File: src/rtl/div_pkg.sv
// Shared types and constants for the iterative divider.
package div_pkg;

  typedef enum logic [2:0] {
    S_IDLE,
    S_PREP,
    S_CALC,
    S_FIX,
    S_WB
  } div_state_t;

  localparam logic [1:0] OP_DIV  = 2'b00;
  localparam logic [1:0] OP_DIVU = 2'b01;
  localparam logic [1:0] OP_REM  = 2'b10;
  localparam logic [1:0] OP_REMU = 2'b11;

  // Accept-to-RFWr cycles for divide-by-zero and signed overflow.
  localparam int FAST_LAT = 2;

endpackage

File: src/rtl/div_step.sv
// One restoring shift-subtract iteration, purely combinational.
module div_step
  import div_pkg::*;
#(
  parameter int XLEN = 32
) (
  input  logic [XLEN-1:0] rem,
  input  logic [XLEN-1:0] quo,
  input  logic [XLEN-1:0] dvs,
  output logic [XLEN-1:0] nxt_rem,
  output logic [XLEN-1:0] nxt_quo
);

  logic [XLEN:0] sh;
  logic [XLEN:0] diff;

  always_comb begin
    sh   = {rem, quo[XLEN-1]};
    diff = sh - {1'b0, dvs};
    // A borrow out of the top bit means the trial subtraction went negative.
    if (diff[XLEN]) begin
      nxt_rem = sh[XLEN-1:0];
      nxt_quo = {quo[XLEN-2:0], 1'b0};
    end else begin
      nxt_rem = diff[XLEN-1:0];
      nxt_quo = {quo[XLEN-2:0], 1'b1};
    end
  end

endmodule

File: src/rtl/div_unit.sv
// Iterative DIV/DIVU/REM/REMU: RFWr XLEN+3 cycles after accept (2 for /0 or overflow); start ignored while busy.
// Signed DIV/REM only when DIV_SIGNED_EN is defined; otherwise every op is unsigned.
module div_unit
  import div_pkg::*;
#(
  parameter int XLEN = 32
) (
  input  logic            clk,
  input  logic            rst,
  input  logic            start,
  input  logic [1:0]      op,
  input  logic [XLEN-1:0] src1,
  input  logic [XLEN-1:0] src2,
  input  logic [4:0]      rd,
  output logic            busy,
  output logic            RFWr,
  output logic [31:0]     wR,
  output logic [XLEN-1:0] wD
);

  div_state_t state, nstate;

  logic [1:0]      op_q;
  logic [XLEN-1:0] a_q, b_q;
  logic [4:0]      rd_q;
  logic [XLEN-1:0] rem_q, quo_q, dvs_q, res_q;
  logic [XLEN-1:0] nxt_rem, nxt_quo;
  logic [5:0]      cnt;
  logic            qneg, rneg, wb_q;
  logic            accept, is_rem, divzero;
  logic            sgn, ovf;
  logic [XLEN-1:0] abs_a, abs_b;

  assign accept  = start && !busy;
  assign is_rem  = op_q[1];
  assign divzero = (b_q == '0);

`ifdef DIV_SIGNED_EN
  assign sgn   = ~op_q[0];
  assign abs_a = (sgn && a_q[XLEN-1]) ? -a_q : a_q;
  assign abs_b = (sgn && b_q[XLEN-1]) ? -b_q : b_q;
  assign ovf   = sgn && (a_q == {1'b1, {(XLEN-1){1'b0}}}) && (&b_q);
`else
  logic unused_op;
  assign unused_op = op_q[0];
  assign sgn   = 1'b0;
  assign abs_a = a_q;
  assign abs_b = b_q;
  assign ovf   = 1'b0;
`endif

  div_step #(.XLEN(XLEN)) u_step (
    .rem     (rem_q),
    .quo     (quo_q),
    .dvs     (dvs_q),
    .nxt_rem (nxt_rem),
    .nxt_quo (nxt_quo)
  );

  always_ff @(posedge clk) begin
    if (rst) state <= S_IDLE;
    else     state <= nstate;
  end

  always_comb begin
    nstate = state;
    case (state)
      S_IDLE: if (accept) nstate = S_PREP;
      S_PREP: nstate = (divzero || ovf) ? S_WB : S_CALC;
      S_CALC: if (cnt == 6'(XLEN - 1)) nstate = S_FIX;
      S_FIX:  nstate = S_WB;
      S_WB:   nstate = S_IDLE;
      default: nstate = S_IDLE;
    endcase
  end

  always_ff @(posedge clk) begin
    if (rst) begin
      busy <= 1'b0;
      RFWr <= 1'b0;
      wR   <= '0;
      wD   <= '0;
      cnt  <= '0;
      wb_q <= 1'b0;
    end else begin
      // Outputs are registered, so the pulse lands the cycle after the WB state.
      wb_q <= (state == S_WB);
      RFWr <= (state == S_WB) && (rd_q != 5'd0);
      if (state == S_WB) begin
        wR <= {27'b0, rd_q};
        wD <= res_q;
      end
      if (wb_q)        busy <= 1'b0;
      else if (accept) busy <= 1'b1;

      case (state)
        S_IDLE: if (accept) begin
          op_q <= op;
          a_q  <= src1;
          b_q  <= src2;
          rd_q <= rd;
        end
        S_PREP: begin
          quo_q <= abs_a;
          dvs_q <= abs_b;
          rem_q <= '0;
          cnt   <= '0;
          qneg  <= sgn && (a_q[XLEN-1] ^ b_q[XLEN-1]);
          rneg  <= sgn && a_q[XLEN-1];
          if (divzero)  res_q <= is_rem ? a_q : '1;
          else if (ovf) res_q <= is_rem ? '0 : a_q;
        end
        S_CALC: begin
          rem_q <= nxt_rem;
          quo_q <= nxt_quo;
          cnt   <= cnt + 6'd1;
        end
        S_FIX: begin
          if (is_rem) res_q <= rneg ? -rem_q : rem_q;
          else        res_q <= qneg ? -quo_q : quo_q;
        end
        default: ;
      endcase
    end
  end

endmodule
File: config.mk
export PLATFORM = sky130hd
export DESIGN_NAME = div_unit
export DESIGN_NICKNAME = d
export VERILOG_FILES = /design/src/rtl/div_pkg.sv /design/src/rtl/div_step.sv /design/src/rtl/div_unit.sv
export SDC_FILE = /design/constraint.sdc
export NUM_CORES = 1
export LEC_CHECK = 0
export ABC_AREA = 0
export CORE_MARGIN = 8
export CORE_UTILIZATION = 52
export DETAILED_ROUTE_END_ITERATION = 6
export PLACE_DENSITY = 0.73
export SLEW_MARGIN = 10
export SYNTH_ARGS = -nofsm -noshare
export SYNTH_HDL_FRONTEND = slang
export SYNTH_SLANG_ARGS = --single-unit
File: constraint.sdc
create_clock -name clk -period 9.45 [get_ports clk]
set_input_delay 2.835 -clock clk [delete_from_list [all_inputs] [get_ports clk]]
set_output_delay 2.835 -clock clk [all_outputs]
set_load 0.02 [all_outputs]
[Word-level counts from Yosys, hierarchy flattened]
Cells that the tools add are included.
W data, S select, Z words.
Cells by class
  add/subtract/negate cells: 2
  reduce and logical (&&, ||, !) cells: 14
  mux-type cells: 13
  bitwise gates (word level): 1
  equal/unequal tests: 8
Operator list (number)
  $pmux W32 S2: 3
  $mux W32: 4
  $sub A33 B32 Y33: 1
  $logic_not A32 Y1: 1
  $pmux W3 S4: 1
  $pmux W6 S2: 1
  $mux W3: 3
  $add A6 B1 Y6 const B: 1
  $eq A3 B2 Y1 const B: 2
  $eq A6 B5 Y1 const B: 1
  $ne A2 B2 Y1 const B: 3
  $reduce_and A2 Y1: 3
  $reduce_and A3 Y1: 2
  $reduce_bool A5 Y1: 1
  $reduce_bool A2 Y1: 2
  $eq A3 B1 Y1 const B: 1
  $eq A3 B3 Y1 const B: 1
  $logic_not A3 Y1: 1
  $logic_and A1 B1 Y1: 2
  $reduce_or A2 Y1: 1
  $logic_not A1 Y1: 1
  $mux W1: 1
  $not A1 Y1: 1
Word-level totals
  bits in registers: 248
  word-level logic and storage cells: 53
  output and inout port bits: 66

[Longest topological paths before layout]
  word-level depth: 4
  depth in mapped cells: 14
  depth with buffers taken out: 12

[Cells and area by module]
Synthesis repeated with hierarchy kept, for this count alone.
Unflattened totals
  cells, all modules: 1032
  area, all modules: 11951.5 um2
By module, submodules not included
  div_unit: seq. area each 6926.6 um2, cells an instance 692, instances 1, area each 9401.5 um2
  div_step: seq. area each 0.0 um2, cells an instance 340, instances 1, area each 2549.9 um2

[Worst setup path before layout]
OpenSTA, ideal clock, no wires.
  path type: in2reg
  start: in rst
  end: reg a_q[0], enable pin
  library setup time: 0.584 ns
  cell stages on the path: 3
  slack: 1.084 ns
  buffers on the path: 0
  data arrival time: 7.782 ns
  cell sequence: nor2_1 -> nand2_1 -> nor3_1
Between the ends
  word-level cells in the longest chain between the ends: 2
RTL lines
  start, declared: RTL line div_unit.sv:9  | input logic rst,
  $not A1 Y1 (no line)
  $reduce_and A3 Y1 (no line)
  end signal, assigned: RTL line div_unit.sv:99  | a_q <= src1;
  end, declared: RTL line div_unit.sv:24  | logic [XLEN-1:0] a_q, b_q;
Every way passes these cells.
A chain may end at the register's enable or synchronous reset.

[Worst setup path after layout]
  start: in rst
  end: reg a_q[7], enable pin
Same word-level chain as after synthesis.

==> impl_metrics.yaml <==
grt:
  grt_overflow: 0
  grt_antenna_before_repair: 0
  grt_max_degree: 66
  track_usage_pct: 17.19
  first_global_vias: 7381
  grt_pass1_wl_mm: 37.60
setup_path:
  critPathMaxStageDelay_ns: 0.70
  crit_path_end_kind: "flop"
  reg2reg_depth: 13
  crit_chain: "buf_2, buf_4, nor2_1, nand2_1, nor3_2, buf_4"
  worstPathRequired_ns: 9.59
  crit_top_cell: "buf_4"
  critPathSlowestCell: "buf_4"
  crit_fanout: 65
  crit_path_start: "rst"
  worstSetupEndpoint: "a_q[7]"
  rr_startpoint: "quo_q[31]"
  r2r_end: "rem_q[0]"
  r2r_setup_slack_ns: 5.50
  critPathLaunchType: "input port"
  arrival_ns: 4.74
  crit_type: "in -> reg"
place:
  detailedPlace.worstSlack_ns: 4.306
  hpwl_mm: 16.07
  dp.cells: 1414
  numPortBuffers: 111
  place_congestion: 0.9089
timing:
  maxSlewViolCount: 0
  max_slew_margin_pct: 19.26
  timing.fmax_mhz: 217.6
  finalCritPeriodShare_pct: 48.63
  hold_violations: 0
  setup_violations: 0
  finalClockSkew_ns: 0.01775
  tightest_slew_ns: 1.211
  rsz0062_at_grt: "false"
  period_minus_slack_ns: 4.595
  fin_setup_tns_ns: 0
  fin_ws_ns: 4.855
clocking:
  cts_hold_buf: 0
  clkTransAtPathRegs_ns: 0.06
  clock-sinks: 247
  cts_inserted_buffers: 26
  post_cts_buffers: 0
  cts_resized: 0
  clock_latency_ns: 0.53
  cts_root_buf: "clkbuf_16"
  cts_tree: "yes"
  cts_max_level: 1
  cts_max_path_buffers: 3
die:
  die_w_um: 164.1
  core_area_mm2: 0.02169
  die_area_mm2: 0.02692
  num_io_pins: 140
  std_cell_rows: 54
  start_util_pct: 52.58
  fp.dieH_um: 164.1
finish:
  fin_cells: 1462
  utilization_pct: 62.36
  diodes: 0
  drive_gt1_share_pct: 5.415
  area_growth_pct: 18.60
  final_cell_mix: "nand2_1 (260), edfxtp_1 (198), clkdlybuf4s50_1 (110)"
  final_common_cell: "nand2_1"
  final_nets: 1270
route:
  drc: 0
  ant_nets: 0
  viasPerCell: 5.355
  postRouteWirelength_mm: 23.49
  firstDrtPassIters: 6
  drt-initial-drc-count: 782
  vias: 7829
  post_drt_wl_per_cell_um: 16.07
pwr:
  switching_power_mw: 0.5695
  fin_total_pwr_mw: 2.495
  powerDensity_mw_per_mm2: 184.5
  pwr-share-seq_pct: 50.0
  sw_frac_of_total_pct: 22.82
  p_comb_share_pct: 9.5
  max-vdd-ir-drop_uv: 151.4
  total_leakage_power_nw: 5.045
  power.share.clock_pct: 40.5
  power.internal_mw: 1.926
yosys:
  avgSynthCellArea_um2: 10.75
  async_flop_share_pct: 0
  syn_inst: 1061
  synthesis.area_mm2: 0.01140
  synth_edf_count: 198
  synth_flop_cell: "edfxtp_1"
  synth_seq_cells: 247
  yosysSeqAreaShare_pct: 60.74
  yosys_warnings: 0
  ys_types: 62
worst_hold_path:
  hold_start: "wb_q"
  hold_class: "reg -> reg"
flow_run:
  maxCapViolations: 0
outcome:
  status: "completed"
==> cells in the mapped netlist, types with 2 or more instances <==
cell / count / area, um^2
a21o_1: 9 / 67.56
xor2_1: 7 / 61.31
edfxtp_1: 198 / 5946
a21oi_1: 73 / 365.4
a22o_1: 2 / 17.52
a311oi_1: 2 / 17.52
o21ai_0: 19 / 95.09
and3_1: 9 / 56.30
a41oi_1: 2 / 17.52
o211ai_1: 2 / 15.01
o21bai_1: 5 / 37.54
dfxtp_1: 49 / 980.9
nor4_1: 11 / 68.82
mux2i_1: 28 / 280.3
and4_1: 2 / 17.52
nor2_1: 81 / 304.0
o31a_1: 2 / 17.52
nor3_1: 11 / 55.05
ha_1: 33 / 412.9
buf_4: 27 / 202.7
nand2_1: 261 / 979.7
o21a_1: 8 / 60.06
buf_6: 3 / 33.78
nand2b_1: 7 / 43.79
a211o_1: 3 / 26.28
or4_1: 4 / 30.03
inv_1: 38 / 142.6
and2_1: 7 / 43.79
a31oi_1: 38 / 237.7
nand3_1: 7 / 35.03
nor2b_1: 10 / 62.56
buf_2: 3 / 15.01
nand3b_1: 3 / 22.52
o41ai_1: 2 / 17.52
nand4_1: 4 / 25.02
clkbuf_1: 42 / 157.7
a211oi_1: 6 / 45.04
xnor2_1: 19 / 166.4
==> final cells by class <==
cell class / count / area, um^2
clock buffers: 31 / 690.7
clock inverters: 17 / 166.4
fillers: 1792 / 8164
inverters: 39 / 146.4
multi-input cells: 725 / 4048
flip-flops and latches: 247 / 6927
well taps: 280 / 350.3
repair buffers: 123 / 1196
==> state kept, by name (all words and copies together) (netlist names), 3 cells and up <==
name and flops:
a_q 32, rem_q 32, cnt 6, quo_q 32, wD 32, res_q 32
state 3, abs_b 32, dvs_q 32, wR 5, rd_q 5
==> per-layer routing <==
| metal | wire length (um) | track usage [%] | vias up | part of all wire (%) |
|---|---|---|---|---|
| li1 | - | - | 3901 | - |
| met1 | 10680 | 24.48 | 3609 | 45 |
| met2 | 10560 | 26.84 | 289 | 45 |
| met3 | 1880 | 2.732 | 30 | 8.0 |
| met4 | 379 | 4.752 | 0 | 1.6 |
| met5 | 0 | 0 | - | 0 |
==> worst max-delay path: cells and delay by family <==
family                 cells  cell delay [ns]
buffers and inverters      3             1.09
and+or+nand+nor            3             0.70
==> per-stage QoR <==
step	instance area, um^2	hold slack (ns)
floorplan	11500	0.3732
global placement	12670	0.3774
detailed placement	12670	0.3877
CTS	13520	0.3950
global route	13520	0.4115
finish	13520	0.3892
==> power by group through the flow <==
| stage | Sequential [mW] | Combinational [mW] | Clock, mW |
|---|---|---|---|
| floorplan | 1.27 | 0.168 | 0 |
| global placement | 1.27 | 0.231 | 0 |
| detailed placement | 1.27 | 0.236 | 0 |
| CTS | 1.25 | 0.237 | 1.03 |
| global route | 1.25 | 0.261 | 1.08 |
| finish | 1.25 | 0.236 | 1.01 |
==> cell families (layout without fill, tap and decap cells) <==
kind of cell,count (synthesis),after routing,synth area share (%)
AO/OA/AOI/OAI,187,187,10.27
XOR/XNOR,27,27,2.140
adder cells (fa/ha/maj),34,34,3.796
buffers and inverters,115,210,4.904
flip-flops,247,247,60.74
multiplexers,29,29,2.589
other,1,27,0.03288
AND/OR/NAND/NOR,421,421,15.53
==> how the worst min path moves through the flow <==
stage                       to  depth (start not counted)
after detailed placement  busy                          1
after global routing      busy                          1
after CTS                 busy                          1
after global placement    busy                          1
final                     busy                          1
after floorplan           busy                          1
Note: power is estimated with default switching activity, not from simulation.
